$ cat config.mk
export PLATFORM = sky130hd
export DESIGN_NAME = mem_dbus_ctrl
export DESIGN_NICKNAME = d
export VERILOG_FILES = /design/src/rtl/mem_dbus_ctrl.sv
export SDC_FILE = /design/constraint.sdc
export NUM_CORES = 1
export LEC_CHECK = 0
export BUFFER_PORTS_ARGS = -buffer_cell sky130_fd_sc_hd__buf_2
export CAP_MARGIN = 10
export CORE_MARGIN = 4
export CORE_UTILIZATION = 42
export DETAILED_ROUTE_END_ITERATION = 16
export GPL_TIMING_DRIVEN = 0
export PLACE_DENSITY = 0.73
export SETUP_SLACK_MARGIN = 0.1
export SYNTH_ARGS = -nofsm -noshare
export SYNTH_HDL_FRONTEND = slang
export SYNTH_SLANG_ARGS = --single-unit
export TNS_END_PERCENT = 20
$ cat constraint.sdc
create_clock -name clk -period 2 [get_ports clk]
set_clock_uncertainty 0.05 [all_clocks]
set_input_delay 0.4 -clock clk [delete_from_list [all_inputs] [get_ports clk]]
set_output_delay 0.4 -clock clk [all_outputs]
set_load 0.02 [all_outputs]
$ cat src/rtl/mem_dbus_ctrl.sv
// ---------------------------------------------------------------------------
// mem_dbus_ctrl
//
// Bridges the M stage of an in-order pipeline onto a single-outstanding,
// valid/ready data bus. A naturally aligned load or store found in the M
// stage is latched into request registers, offered on the bus until it is
// accepted, and then the controller waits for the response (read data or
// write acknowledge). The pipeline is frozen with stallM from the cycle the
// access is seen until the response (or a timeout) arrives. Misaligned
// accesses never reach the bus; they are reported immediately on memerrM.
//
// Parameters
//   TIMEOUT_CYCLES  cycles spent waiting for a response before giving up
//                   and flagging an error (1..65535)
//
// Ports
//   clk          rising-edge clock
//   reset        asynchronous active-low reset
//   MemReadM     M-stage instruction is a load
//   MemWriteM    M-stage instruction is a store (wins over MemReadM)
//   aluoutM      M-stage effective byte address
//   writedataM   M-stage store data
//   dreq_valid   request valid (held until dreq_ready)
//   dreq_write   request is a write (1) or a read (0)
//   dreq_addr    request word address, bits [1:0] always zero
//   dreq_wdata   store data
//   dreq_ready   bus accepts the request this cycle
//   drsp_valid   response valid (read data or write acknowledge)
//   drsp_rdata   read response data
//   drsp_err     bus error, qualified by drsp_valid
//   stallM       freezes pipeline stages F through M
//   readdataM    registered result of the last successful load
//   memerrM      one-cycle error pulse: misaligned, bus error or timeout
// ---------------------------------------------------------------------------
module mem_dbus_ctrl #(
  parameter int unsigned TIMEOUT_CYCLES = 255
) (
  input  logic        clk,
  input  logic        reset,
  input  logic        MemReadM,
  input  logic        MemWriteM,
  input  logic [31:0] aluoutM,
  input  logic [31:0] writedataM,
  output logic        dreq_valid,
  output logic        dreq_write,
  output logic [31:0] dreq_addr,
  output logic [31:0] dreq_wdata,
  input  logic        dreq_ready,
  input  logic        drsp_valid,
  input  logic [31:0] drsp_rdata,
  input  logic        drsp_err,
  output logic        stallM,
  output logic [31:0] readdataM,
  output logic        memerrM
);

  // Counter is just wide enough to hold TIMEOUT_CYCLES; it stops at
  // TIMEOUT_CYCLES-1, so it can never wrap.
  localparam int unsigned      CNT_W    = $clog2(TIMEOUT_CYCLES + 1);
  localparam logic [CNT_W-1:0] CNT_LAST = CNT_W'(TIMEOUT_CYCLES - 1);

  localparam logic [1:0] S_IDLE = 2'd0;
  localparam logic [1:0] S_REQ  = 2'd1;
  localparam logic [1:0] S_WAIT = 2'd2;
  localparam logic [1:0] S_DONE = 2'd3;

  logic [1:0]       state;
  logic [CNT_W-1:0] wait_cnt;
  logic             err;

  logic access;
  logic mis;
  logic start;

  assign access = MemReadM | MemWriteM;
  assign mis    = access & (aluoutM[1:0] != 2'b00);
  assign start  = access & ~mis;

  // -------------------------------------------------------------------------
  // Control state and request/response registers
  // -------------------------------------------------------------------------
  always_ff @(posedge clk or negedge reset) begin
    if (!reset) begin
      state      <= S_IDLE;
      wait_cnt   <= '0;
      err        <= 1'b0;
      dreq_write <= 1'b0;
      dreq_addr  <= 32'h0;
      dreq_wdata <= 32'h0;
      readdataM  <= 32'h0;
    end else begin
      case (state)
        S_IDLE: begin
          // M-stage inputs are only sampled here; afterwards the latched
          // copies drive the bus so the pipeline may present anything.
          if (start) begin
            state      <= S_REQ;
            dreq_write <= MemWriteM;
            dreq_addr  <= {aluoutM[31:2], 2'b00};
            dreq_wdata <= writedataM;
          end
        end

        S_REQ: begin
          if (dreq_ready) begin
            state    <= S_WAIT;
            wait_cnt <= '0;
          end
        end

        S_WAIT: begin
          // A response arriving on the timeout cycle still wins.
          if (drsp_valid) begin
            state <= S_DONE;
            err   <= drsp_err;
            if (!dreq_write && !drsp_err) begin
              readdataM <= drsp_rdata;
            end
          end else if (wait_cnt == CNT_LAST) begin
            state <= S_DONE;
            err   <= 1'b1;
          end else begin
            wait_cnt <= wait_cnt + CNT_W'(1);
          end
        end

        S_DONE: begin
          state <= S_IDLE;
        end

        default: begin
          state <= S_IDLE;
        end
      endcase
    end
  end

  // -------------------------------------------------------------------------
  // Outputs decoded from state
  // -------------------------------------------------------------------------
  assign dreq_valid = (state == S_REQ);

  // In IDLE the stall and error are combinational so the pipeline freezes
  // in the very cycle the access appears; responses seen outside WAIT are
  // stale and never influence any output.
  always_comb begin
    stallM  = 1'b0;
    memerrM = 1'b0;
    case (state)
      S_IDLE: begin
        stallM  = start;
        memerrM = mis;
      end
      S_REQ:   stallM  = 1'b1;
      S_WAIT:  stallM  = 1'b1;
      S_DONE:  memerrM = err;
      default: begin
        stallM  = 1'b0;
        memerrM = 1'b0;
      end
    endcase
  end

endmodule

# Word-level counts from Yosys, hierarchy flattened
# Cells that the tools add are included.
[classes] reduce_logical=13 addsub=1 mux=13 bitwise=4 eq_ne=9
[op_table] operator="two-way mux 8 bit" count=3
[op_table] operator="one-hot mux 8 bit (2 select lines)" count=1
[op_table] operator="adder 8 x 1 -> 8 bit, second input constant" count=1
[op_table] operator="== test 8 bit, second input constant" count=1
[op_table] operator="two-way mux 2 bit" count=4
[op_table] operator="one-hot mux 2 bit (4 select lines)" count=1
[op_table] operator="inequality test 2 bit, second input constant" count=3
[op_table] operator="AND reduction 3 bit" count=2
[op_table] operator="nonzero test 2 bit" count=3
[op_table] operator="== test 2 bit, second input constant" count=2
[op_table] operator="one-hot mux 1 bit (2 select lines)" count=2
[op_table] operator="AND reduction 2 bit" count=2
[op_table] operator="AND reduction 4 bit" count=1
[op_table] operator="inequality test 3 bit, second input constant" count=1
[op_table] operator="AND 1 bit" count=2
[op_table] operator="== test 2 x 1 -> 1 bit, second input constant" count=1
[op_table] operator="zero test 1 bit" count=2
[op_table] operator="zero test 2 bit" count=1
[op_table] operator="two-way mux 1 bit" count=2
[op_table] operator="inequality test 2 x 1 -> 1 bit, second input constant" count=1
[op_table] operator="OR reduction 2 bit" count=1
[op_table] operator="logical AND 1 bit" count=1
[op_table] operator="inverter 1 bit" count=1
[op_table] operator="bitwise OR 1 bit" count=1
[totals] output_inout_bits=100 input_bits=103 wordCells=47 ff_bits=106

# Longest topological paths before layout
[logic_depth] ltp_word=6 ltp_mapped=7 depth_no_buf=6

# Worst setup path before layout
# No wires, ideal clock.
[synth_timing] path_type="reg2out" from="register state[0]" to="output port stallM" arrival_ps=1645 required_time_ps=1550 path_stages_with_launch=8 path_buffers=1 slack_ps=-95 cell_sequence="dfrtp_1 > inv_1 > ha_1 > o21ai_1 > nor3_4 > buf_2 > nor2_1 > nor2_1"
[synth_via] elab_chain_len=3 elab_cells_between_ends=5 cone_classes="eq/ne: 2; mux: 1; reduce/logical: 2"
[synth_lines] item="start: declaration" line_no="67" text="logic [1:0] state;"
[synth_lines] item="start signal: assignment" line_no="84" text="state <= S_IDLE;"
[synth_lines] item="start signal: assignment" line_no="97" text="state <= S_REQ;"
[synth_lines] item="start signal: assignment" line_no="106" text="state <= S_WAIT;"
[synth_lines] item="== test 2 x 1 -> 1 bit or == test 2 bit (tied branches)" line_no="149" text="case (state)"
[synth_lines] item="OR reduction 2 bit (no source line)"
[synth_lines] item="one-hot mux 1 bit (2 select lines) (*)" line_no="149"
[synth_lines] item="end: declaration" line_no="52" text="output logic stallM,"
# Every way passes the cells marked *; elsewhere a longest branch is shown, timed or not.

# Worst setup path in the final report
[layout_timing] from="register state[1]" to="output port memerrM"
[layout_via] elab_chain_len=2 elab_cells_between_ends=3 cone_classes="eq/ne: 1; mux: 1; reduce/logical: 1"
[layout_lines] item="== test 2 bit or zero test 2 bit (tied branches)" line_no="149"
[layout_lines] item="one-hot mux 1 bit (2 select lines) (*)" line_no="149"
[layout_lines] item="end: declaration" line_no="54" text="output logic memerrM"
# Marks and branches as above.

==> metrics.md <==
| Metric | Value |
|---|---|
| Worst R2R Path Depth | 9 |
| Leak | 3.03 nW |
| Max-cap violation count | 0 |
| Die width | 110 µm |
| Share of cells above drive strength 1 | 0.688 |
| Critical path capture point type | primary output |
| #FFs+latches synth | 106 |
| Final number of hold-violating endpoints | 0 |
| CTS sink count | 106 |
| Xor-xnor portion of the synthesized cell area | 0 |
| Number of global-route vias before repair | 3356 |
| CTS tree | built |
| Post-synthesis instance total | 291 |
| DR vias | 3273 |
| Latest clock arrival within the worst-skew pair | 0.37 ns |
| WL final | 10.7 mm |
| Synth cell types | 41 |
| Most frequent cells in the layout | 196 x buf_2, 106 x dfrtp_1, 89 x mux2_2 |
| Worst Path Max Fanout | 3 |
| Status | complete, but fails checks |
| Die height | 110 µm |
| Average wire per standard cell | 16.1 µm |
| Post-synth top area cell | dfrtp_1 |
| Synth Warn # | 0 |
| Synth Area in Adders | 0.0230 |
| Synth area leaders | dfrtp_1 61%, mux2_2 24%, ha_1 2.3%, buf_2 1.0%, nand2_1 0.95% |
| Ys flop type | dfrtp_1 |
| Fin worst setup slack | -0.0343 ns |
| Final ANT Viol Nets | 0 |
| Starting density of the core | 0.438 |
| Post-layout minimum cycle time | 2.03 ns |
| R2R setup slack | 0.04 ns |
| Mapped Area | 0.00434 mm² |
| First-pass GRT wire length | 16.5 mm |
| GRT Residual Overflow | 0 |
| CTS Buf Count | 9 |
| RR Endpoint | readdataM[10] |
| Port Buffer Count | 200 |
| Fill cells | 791 |
| Fin cells | 662 |
| Worst r2r src | state[0] |
| Kind of critical path | reg2out |
| Num ports | 203 |
| Worst-case clock buffer depth | 2 |
| EDFF count, synth | 0 |
| Hold path cells | 2 |
| GRT Total Usage | 0.178 |
| Worst-path clk slew | 0.10 ns |
| CP required | 1.55 ns |
| Tcrit/Tclk final | 1.02 |
| Most common cell after layout, fill and taps aside | buf_2 |
| Peak VDD IR | 903 µV |
| Achievable Freq | 492 MHz |
| Compound-Gate Fraction of Synth Area | 0.0409 |
| Post-DP HPWL | 7.94 mm |
| FP Rows | 36 |
| # nets final | 635 |
| Startpoint types | flop |
| Unrepaired setup endpoints after global routing | yes |
| Clock root buffer | clkbuf_8 |
| Hold_sp | drsp_rdata[4] |
| Initial antenna violation count | 0 |
| Sink of the worst hold path | readdataM[4] |
| Post-synth top area share | 0.611 |
| P&R area growth vs syn | 42.0% |
| Sequential share of the synthesized area | 0.611 |
| RePlAce Congestion | 0.801 |
| Inst Count DP | 626 |
| # DRC | 0 |
| Worst EP arrival | 1.58 ns |
| Slew Limit Fails | 0 |
| Share of the core filled with cells | 0.622 |
| Pwr/cell area | 1610 mW/mm² |
| 1st-pass router iterations | 4 |
| H-tree Lvls | 3 |
| Core Area | 0.00991 mm² |
| Post-layout power | 0.00992 W |
| Antenna cell count | 0 |
| Post-synth ARST share | 1.00 |
| Worst min-delay path category | in2reg |
| Multiplexer area fraction after synthesis | 0.249 |
| Main combinational cell family by area after synthesis | multiplexers |
| Die ar. | 0.0120 mm² |
| Final setup vio count | 2 |
| Mean post-synth cell area | 14.9 µm² |
| Largest net degree at the start of global routing | 72 |
| Drt initial violations | 92 |
| Simple-Gate Fraction of Synth Area | 0.0524 |
| Failing checks | negative setup slack |
| Vias per cell | 4.94 |
==> report_power, final <==
group	switching [W]	total [W]	internal, W
logic	0.00262	0.00476	0.00214
registers	0.000531	0.00369	0.00315
clock network	0.000754	0.00147	0.000716
==> sequential cells by signal, indices dropped and copies added, names as in the netlist <==
name	count
wait_cnt	8
dreq_wdata	32
dreq_write	1
state	2
err	1
dreq_addr	30
readdataM	32
==> area by class of cell <==
class	count	area, µm²	share of cell area
inverters	6	22.5	0.00365
plain buffers	14	138	0.0223
flip-flops and latches	106	2650	0.430
multi-input cells	166	1710	0.277
clock buffers	9	124	0.0201
clock inverters	7	101	0.0164
repair buffers	221	1260	0.204
well taps	133	166	0.0270
==> repair_timing <==
| action | CTS | global route |
|---|---|---|
| cloned | 2 | 0 |
| hold buffers | 1 | 0 |
| resized for setup | 27 | 18 |
| endpoints found under the setup margin | 92 | 79 |
| setup buffers | 13 | 4 |
| endpoints found under the hold margin | 35 | 0 |
| pin swaps | 8 | 2 |
==> synthesized netlist by cell type, types with 2 or more instances <==
cell and instances:
dfrtp_1 106, mux2_2 94, nand2_1 11, buf_2 9, ha_1 8, inv_1 6, a21oi_1 5, nand3_1 4
nor2_1 4, o21ai_0 4, nand4b_1 3, and3_4 2, buf_4 2, clkbuf_1 2, mux2_1 2, nand4_1 2
o211ai_1 2, o221ai_1 2
==> routing by layer <==
layer	part of all wire	up-vias	global-route usage
met3	0.10	17	0.0763
met1	0.39	1599	0.209
li1	-	1506	-
met5	0	-	0
met2	0.49	151	0.289
met4	0.019	0	0.0712
==> critical path: stages (launching register included) <==
cell	delay (ns)
dfrtp_1	0.42
inv_2	0.09
ha_4	0.15
o21ai_4	0.06
or2_4	0.23
a21oi_2	0.12
buf_4	0.15
==> cell families after synthesis <==
kind of cell / count (synthesis)
other cells: 1
simple gates: 37
mux: 96
compound gates: 23
buf+inv: 20
flops: 106
fa+ha+maj: 8
==> per-stage QoR <==
step                      TNS [ns]  setup slack, ns  instance area, µm²  hold WS (ns)
after detailed placement     -9.72           -0.209                5590         0.349
final                      -0.0646          -0.0343                6170         0.201
after floorplan                  0            0.123                4390        0.0544
after global routing        -0.457           -0.134                6170         0.170
after global placement      -77.27           -0.662                5560         0.418
after CTS                   -0.496          -0.0683                6080         0.181
==> worst max-delay path by stage <==
stage / start / endpoint / slack [ns] / depth (start not counted)
after floorplan: state[1] / stallM / 0.12 / 7
after global placement: reset / readdataM[1] / -0.66 / 1
after detailed placement: state[1] / stallM / -0.21 / 8
after CTS: state[1] / memerrM / -0.07 / 6
after global routing: state[1] / stallM / -0.13 / 8
final: state[1] / memerrM / -0.03 / 6
Note: power is estimated with default switching activity, not from simulation.
